$ cat src/rtl/irq_edge_latch_pkg.sv
// irq_edge_latch_pkg: shared constants and types for the interrupt edge latch.
// Holds register word addresses, the per-bit mode encoding and the maximum source count.
// Imported by the interface, the per-bit cell and the top level.
package irq_edge_latch_pkg;

  localparam int MAX_INTR = 32;

  localparam logic [1:0] ADDR_PENDING = 2'd0;
  localparam logic [1:0] ADDR_MASK    = 2'd1;
  localparam logic [1:0] ADDR_MODE    = 2'd2;
  localparam logic [1:0] ADDR_RAW     = 2'd3;

  typedef enum logic {
    IRQ_LEVEL = 1'b0,
    IRQ_EDGE  = 1'b1
  } irq_mode_e;

endpackage

$ cat src/rtl/irq_edge_latch_if.sv
// irq_edge_latch_if: Avalon-MM register port of the interrupt edge latch.
// Signals: 2-bit word address, read/write strobes, 32-bit write data, 32-bit registered read data.
// Modports: master (CPU side) drives the strobes; slave (latch) returns readdata.
interface irq_edge_latch_if;
  import irq_edge_latch_pkg::*;

  logic [1:0]          avs_mem_address;
  logic                avs_mem_read;
  logic                avs_mem_write;
  logic [MAX_INTR-1:0] avs_mem_writedata;
  logic [MAX_INTR-1:0] avs_mem_readdata;

  modport master (
    output avs_mem_address,
    output avs_mem_read,
    output avs_mem_write,
    output avs_mem_writedata,
    input  avs_mem_readdata
  );

  modport slave (
    input  avs_mem_address,
    input  avs_mem_read,
    input  avs_mem_write,
    input  avs_mem_writedata,
    output avs_mem_readdata
  );

endinterface

$ cat src/rtl/irq_edge_latch_cell.sv
// irq_edge_cell: one interrupt bit -- previous-sample flop, rising-edge detect and pending flop.
// Ports: clk/rst, conditioned source, current mode, MODE-write strobe + new mode bit, W1C clear bit;
//        outputs the previous sample (RAW) and the pending state. Pending updates on the same edge.
module irq_edge_cell
  import irq_edge_latch_pkg::*;
(
  input  logic      clk_i,
  input  logic      rst_i,
  input  logic      src_i,
  input  irq_mode_e mode_i,
  input  logic      mode_wr_i,
  input  logic      mode_wdat_i,
  input  logic      clr_i,
  output logic      prev_o,
  output logic      pending_o
);

  logic prev_q;
  logic pending_q, pending_d;
  logic edge_det;

  always_comb begin
    edge_det  = src_i & ~prev_q;
    pending_d = pending_q;
    if (mode_i == IRQ_LEVEL) begin
      // Switching level->edge starts the bit clean: no stale level, and no
      // edge is taken on the switching cycle.
      if (mode_wr_i && mode_wdat_i) pending_d = 1'b0;
      else                          pending_d = src_i;
    end else begin
      // Set wins over a same-cycle write-1-to-clear.
      pending_d = edge_det | (pending_q & ~clr_i);
    end
  end

  always_ff @(posedge clk_i) begin
    if (rst_i) begin
      prev_q    <= 1'b0;
      pending_q <= 1'b0;
    end else begin
      prev_q    <= src_i;
      pending_q <= pending_d;
    end
  end

  assign prev_o    = prev_q;
  assign pending_o = pending_q;

endmodule

$ cat src/rtl/irq_edge_latch.sv
// irq_edge_latch: conditions raw camera-pipeline interrupt sources into masked, registered level IRQs.
// Ports: clock, sync active-high reset, Avalon-MM slave (PENDING/MASK/MODE/RAW), raw sources, 32-bit irq out.
// Build option IRQ_SYNC_EN: adds a 2-flop synchronizer ahead of edge detect (src->irq 4 clks, else 2).
module irq_edge_latch
  import irq_edge_latch_pkg::*;
#(
  parameter int NUM_INTR = 32
)
(
  input  logic                 csi_mem_clock_clock,
  input  logic                 rsi_mem_reset_reset,
  irq_edge_latch_if.slave      avs,
  input  logic [NUM_INTR-1:0]  irn_source_irq,
  output logic [MAX_INTR-1:0]  ins_interrupt_irq
);

  logic                clk;
  logic                rst;
  logic [NUM_INTR-1:0] src_s;
  logic [NUM_INTR-1:0] prev_w;
  logic [NUM_INTR-1:0] pending_w;
  logic [NUM_INTR-1:0] mask_q;
  logic [NUM_INTR-1:0] mode_q;
  logic [MAX_INTR-1:0] readdata_q, readdata_d;
  logic [MAX_INTR-1:0] irq_q, irq_d;
  logic [MAX_INTR-1:0] rd_sel;
  logic                wr_pend, wr_mask, wr_mode;

  assign clk = csi_mem_clock_clock;
  assign rst = rsi_mem_reset_reset;

`ifdef IRQ_SYNC_EN
  logic [NUM_INTR-1:0] sync1_q, sync2_q;

  always_ff @(posedge clk) begin
    if (rst) begin
      sync1_q <= '0;
      sync2_q <= '0;
    end else begin
      sync1_q <= irn_source_irq;
      sync2_q <= sync1_q;
    end
  end

  assign src_s = sync2_q;
`else
  assign src_s = irn_source_irq;
`endif

  assign wr_pend = avs.avs_mem_write && (avs.avs_mem_address == ADDR_PENDING);
  assign wr_mask = avs.avs_mem_write && (avs.avs_mem_address == ADDR_MASK);
  assign wr_mode = avs.avs_mem_write && (avs.avs_mem_address == ADDR_MODE);

  for (genvar g = 0; g < NUM_INTR; g++) begin : g_cell
    irq_edge_cell u_cell (
      .clk_i       (clk),
      .rst_i       (rst),
      .src_i       (src_s[g]),
      .mode_i      (irq_mode_e'(mode_q[g])),
      .mode_wr_i   (wr_mode),
      .mode_wdat_i (avs.avs_mem_writedata[g]),
      .clr_i       (wr_pend & avs.avs_mem_writedata[g]),
      .prev_o      (prev_w[g]),
      .pending_o   (pending_w[g])
    );
  end

  // Read mux works on current register state, so a simultaneous write is
  // reflected only from the following read onward.
  always_comb begin
    rd_sel = '0;
    case (avs.avs_mem_address)
      ADDR_PENDING: rd_sel[NUM_INTR-1:0] = pending_w;
      ADDR_MASK:    rd_sel[NUM_INTR-1:0] = mask_q;
      ADDR_MODE:    rd_sel[NUM_INTR-1:0] = mode_q;
      default:      rd_sel[NUM_INTR-1:0] = prev_w;
    endcase
    readdata_d = avs.avs_mem_read ? rd_sel : '0;
    irq_d = '0;
    irq_d[NUM_INTR-1:0] = pending_w & mask_q;
  end

  always_ff @(posedge clk) begin
    if (rst) begin
      mask_q     <= '0;
      mode_q     <= '1;
      readdata_q <= '0;
      irq_q      <= '0;
    end else begin
      if (wr_mask) mask_q <= avs.avs_mem_writedata[NUM_INTR-1:0];
      if (wr_mode) mode_q <= avs.avs_mem_writedata[NUM_INTR-1:0];
      readdata_q <= readdata_d;
      irq_q      <= irq_d;
    end
  end

  assign avs.avs_mem_readdata = readdata_q;
  assign ins_interrupt_irq    = irq_q;

endmodule
$ cat src/flat_wrapper.sv
// flat-port wrapper written by rule: the top's interface ports become plain ports
module irq_edge_latch_flat import irq_edge_latch_pkg::*;
#(
  parameter int NUM_INTR = 32
)
  (csi_mem_clock_clock, rsi_mem_reset_reset, irn_source_irq, ins_interrupt_irq, avs_avs_mem_address, avs_avs_mem_read, avs_avs_mem_write, avs_avs_mem_writedata, avs_avs_mem_readdata);
  irq_edge_latch_if avs_i ();
  input  logic csi_mem_clock_clock;
  input  logic rsi_mem_reset_reset;
  input  logic [NUM_INTR-1:0] irn_source_irq;
  output logic [MAX_INTR-1:0] ins_interrupt_irq;
  input wire logic [$bits(avs_i.avs_mem_address)-1:0] avs_avs_mem_address;
  input wire logic [$bits(avs_i.avs_mem_read)-1:0] avs_avs_mem_read;
  input wire logic [$bits(avs_i.avs_mem_write)-1:0] avs_avs_mem_write;
  input wire logic [$bits(avs_i.avs_mem_writedata)-1:0] avs_avs_mem_writedata;
  output wire logic [$bits(avs_i.avs_mem_readdata)-1:0] avs_avs_mem_readdata;
  assign avs_i.avs_mem_address = avs_avs_mem_address;
  assign avs_i.avs_mem_read = avs_avs_mem_read;
  assign avs_i.avs_mem_write = avs_avs_mem_write;
  assign avs_i.avs_mem_writedata = avs_avs_mem_writedata;
  assign avs_avs_mem_readdata = avs_i.avs_mem_readdata;
  irq_edge_latch #(.NUM_INTR(NUM_INTR)) u_core (.csi_mem_clock_clock(csi_mem_clock_clock), .rsi_mem_reset_reset(rsi_mem_reset_reset), .avs(avs_i), .irn_source_irq(irn_source_irq), .ins_interrupt_irq(ins_interrupt_irq));
endmodule
$ cat config.mk
export PLATFORM = sky130hd
export DESIGN_NAME = irq_edge_latch_flat
export DESIGN_NICKNAME = d
export VERILOG_FILES = /design/src/rtl/irq_edge_latch_pkg.sv /design/src/rtl/irq_edge_latch_if.sv /design/src/rtl/irq_edge_latch_cell.sv /design/src/rtl/irq_edge_latch.sv /design/src/flat_wrapper.sv
export SDC_FILE = /design/constraint.sdc
export NUM_CORES = 1
export LEC_CHECK = 0
export BUFFER_PORTS_ARGS = -buffer_cell sky130_fd_sc_hd__buf_4
export CORE_MARGIN = 2
export CORE_UTILIZATION = 35
export CTS_BUF_LIST = sky130_fd_sc_hd__clkbuf_4 sky130_fd_sc_hd__clkbuf_8 sky130_fd_sc_hd__clkbuf_16
export DETAILED_ROUTE_END_ITERATION = 7
export PLACE_DENSITY = 0.52
export SYNTH_ARGS = -nofsm -noshare
export SYNTH_HDL_FRONTEND = slang
export SYNTH_SLANG_ARGS = --single-unit
$ cat constraint.sdc
create_clock -name csi_mem_clock_clock -period 2.3 [get_ports csi_mem_clock_clock]
set_clock_uncertainty 0.1 [all_clocks]
set_input_delay 0.23 -clock csi_mem_clock_clock [delete_from_list [all_inputs] [get_ports csi_mem_clock_clock]]
set_output_delay 0.23 -clock csi_mem_clock_clock [all_outputs]
set_load 0.03 [all_outputs]
==> results.toml <==
[clock_network]
hold_buffers = 64
root_buffer = "clkbuf_16"
cts_tree = "built"
htreeDepth = 4
clkTransAtPathRegs_ns = 0.07
cts_resized = 0
post_cts_buffers = 0
cts_buffer_depth = 2
clock_sinks = 192
cts_buffers = 17
clock_latency_ns = 0.43

[layout]
fin_util_pct = 47.0
fillers = 2158
diodes = 0
final_nets = 1041
fin_area_um2 = 10200
drive_gt1_share_pct = 24.5
area_delta_synth_final_pct = 32.1

[grt]
antenna_found_initial = 0
overflow = 0
grt_pass1_vias = 5841
grt_max_degree = 161
grt_usage_pct = 16.8
grt_pass1_wl_mm = 31.3

[timing]
slew_headroom_pct = 37.6
rsz0062_at_grt = "false"
slew_viol_final = 0
setup_ws_ns = 0.812
tightest_slew_ns = 0.936
fmax_mhz = 672
tns_ns = 0
hold_violations = 0
final.min_clock_period_ns = 1.49
finalCritPeriodShare_pct = 64.7
final-setup-viol-count = 0
worst_hold_slack_ns = 0.273

[synth]
synth-simple-area-share_pct = 29.6
ys_ff_latch = 192
synth-xor-area-share_pct = 0
ys_types = 19
async_reset_ff_share_pct = 0
seq_area_frac_synth_pct = 49.7
yosys.area.top_type_share_pct = 49.7
yosysWarnings = 0
muxShareOfSynthArea_pct = 9.41
syn_nets = 863
syn_inst = 793
synth_compound_area_share_pct = 8.04
synth_top_family_by_area = "simple AND/OR/NAND/NOR gates"
synth_area_leaders = "dfxtp_1 (50%), nand2_1 (9.3%), mux4_2 (8.7%), nor2b_1 (7.8%), a221oi_2 (5.6%)"
syn_area_um2 = 7730
synthTopCellsByCount = "dfxtp_1 (192), nand2_1 (192), nor2b_1 (96)"
avgSynthCellArea_um2 = 9.75
synth_top_area_cell = "dfxtp_1"
ys.flop_type = "dfxtp_1"
synthAdderAreaFrac_pct = 0
synth_edf_count = 0

[setup_path]
start_kind = "primary input"
cp.arrival_ns = 1.66
crit_fanout = 19
rrSetupSlack_ns = 1.07
worstSetupStartpoint = "avs_avs_mem_address[0]"
endpoint_kind = "flop"
worstSetupPathType = "in -> reg"
cp.required_ns = 2.47
r2r-start = "u_core.mode_q[19]$_SDFFE_PP1N_"

[die]
initial_core_util_pct = 35.6
core_area_um2 = 21800
die_h_um = 153
die_x_um = 153
design.die.area_um2 = 23300
ios = 134
rows = 54

[flow_run]
max_cap_violations = 0

[drt]
routed_wl_mm = 19.5
ant_nets = 0
via_per_inst = 4.82
wl_per_cell_um = 15.4
drc = 0
vias = 6089
drt_iter0_markers = 310
first_pass_iters = 4

[power]
irDropWorstVdd_mv = 0.446
power.density_nw_per_um2 = 732
p_leak_nw = 4.03

[place]
gp_congestion = 0.750
place_ws_ns = 0.384
dpl.hpwl_mm = 11.8
io_buffers = 133
dpl_cell_area_um2 = 9000

[run_status]
status = "finished, final reports clean"

[worst_hold_path]
hold_class = "in -> reg"
hp-start = "avs_avs_mem_write"
## final cells by class
cell class                      instances  area, um2  share of cell area [%]
Clock inverter                         13        138                    1.35
Timing Repair Buffer                  210       1800                    17.6
Clock buffer                           19        440                    4.31
Tap cell                              280        350                    3.43
Multi-Input combinational cell        550       3640                    35.7
Sequential cell                       192       3840                    37.6
## flip-flops by register name, summed over array words and instances, names as in the netlist
register,cells
u_core.mode_q,32
u_core.mask_q,32
u_core.ins_interrupt_irq,32
u_core.g_cell.u_cell.pending_o,32
u_core.g_cell.u_cell.prev_o,32
u_core.avs.avs_mem_readdata,32
## logic make-up after synthesis
family	Yosys count
compound gates	64
flops	192
buf+inv	51
mux	32
simple gates	454
## worst max-delay path, stage by stage
cell      delay (ns)
buf_4           0.21
or3b_2          0.51
buf_4           0.27
a221oi_1        0.33
nor4_1          0.08
## worst paths after layout
| check | endpoint | depth (start not counted) |
|---|---|---|
| worst max-delay path | u_core.g_cell[0].u_cell.pending_o$_SDFF_PP0_ | 5 |
| worst min-delay path | u_core.mask_q[6]$_SDFFE_PP0P_ | 5 |
| worst max register to register | u_core.avs.avs_mem_readdata[19]$_SDFF_PP0_ | 2 |
| worst min register to register | u_core.ins_interrupt_irq[16]$_SDFF_PP0_ | 2 |
## layout by cell type, fill, tap and decap left out
master / instances
nor3b_1: 32
nand3b_1: 34
clkbuf_4: 2
clkinv_4: 2
and3b_2: 2
inv_6: 1
nand2_1: 192
nand2b_2: 1
dfxtp_1: 192
buf_4: 141
buf_12: 5
clkinv_2: 5
nor2b_1: 96
dlygate4sd3_1: 64
nor4_1: 32
inv_8: 1
a21oi_1: 32
nor2_1: 64
or3b_2: 1
a221oi_1: 3
mux4_1: 2
bufinv_16: 2
a221oi_2: 29
mux4_2: 30
clkbuf_16: 17
clkinvlp_4: 2
## power by group
part	internal, mW	switching, mW
combinational	0.508	0.429
sequential	3.49	0.135
clock	1.63	1.29
total	5.63	1.85
## per-layer routing
layer / global-route usage, % / share of wire [%]
met5: 0 / 0
met4: 4.76 / 1.3
met3: 3.50 / 3.8
met2: 27.6 / 48
met1: 22.4 / 47
## through the flow
stage	total power [mW]	cells
5_1_grt	7.81	1264
3_3_place_gp	4.56	1168
4_1_cts	7.59	1264
6_report	7.48	1264
2_1_floorplan	4.23	793
3_5_place_dp	4.56	1168
Note: power is estimated with default switching activity, not from simulation.
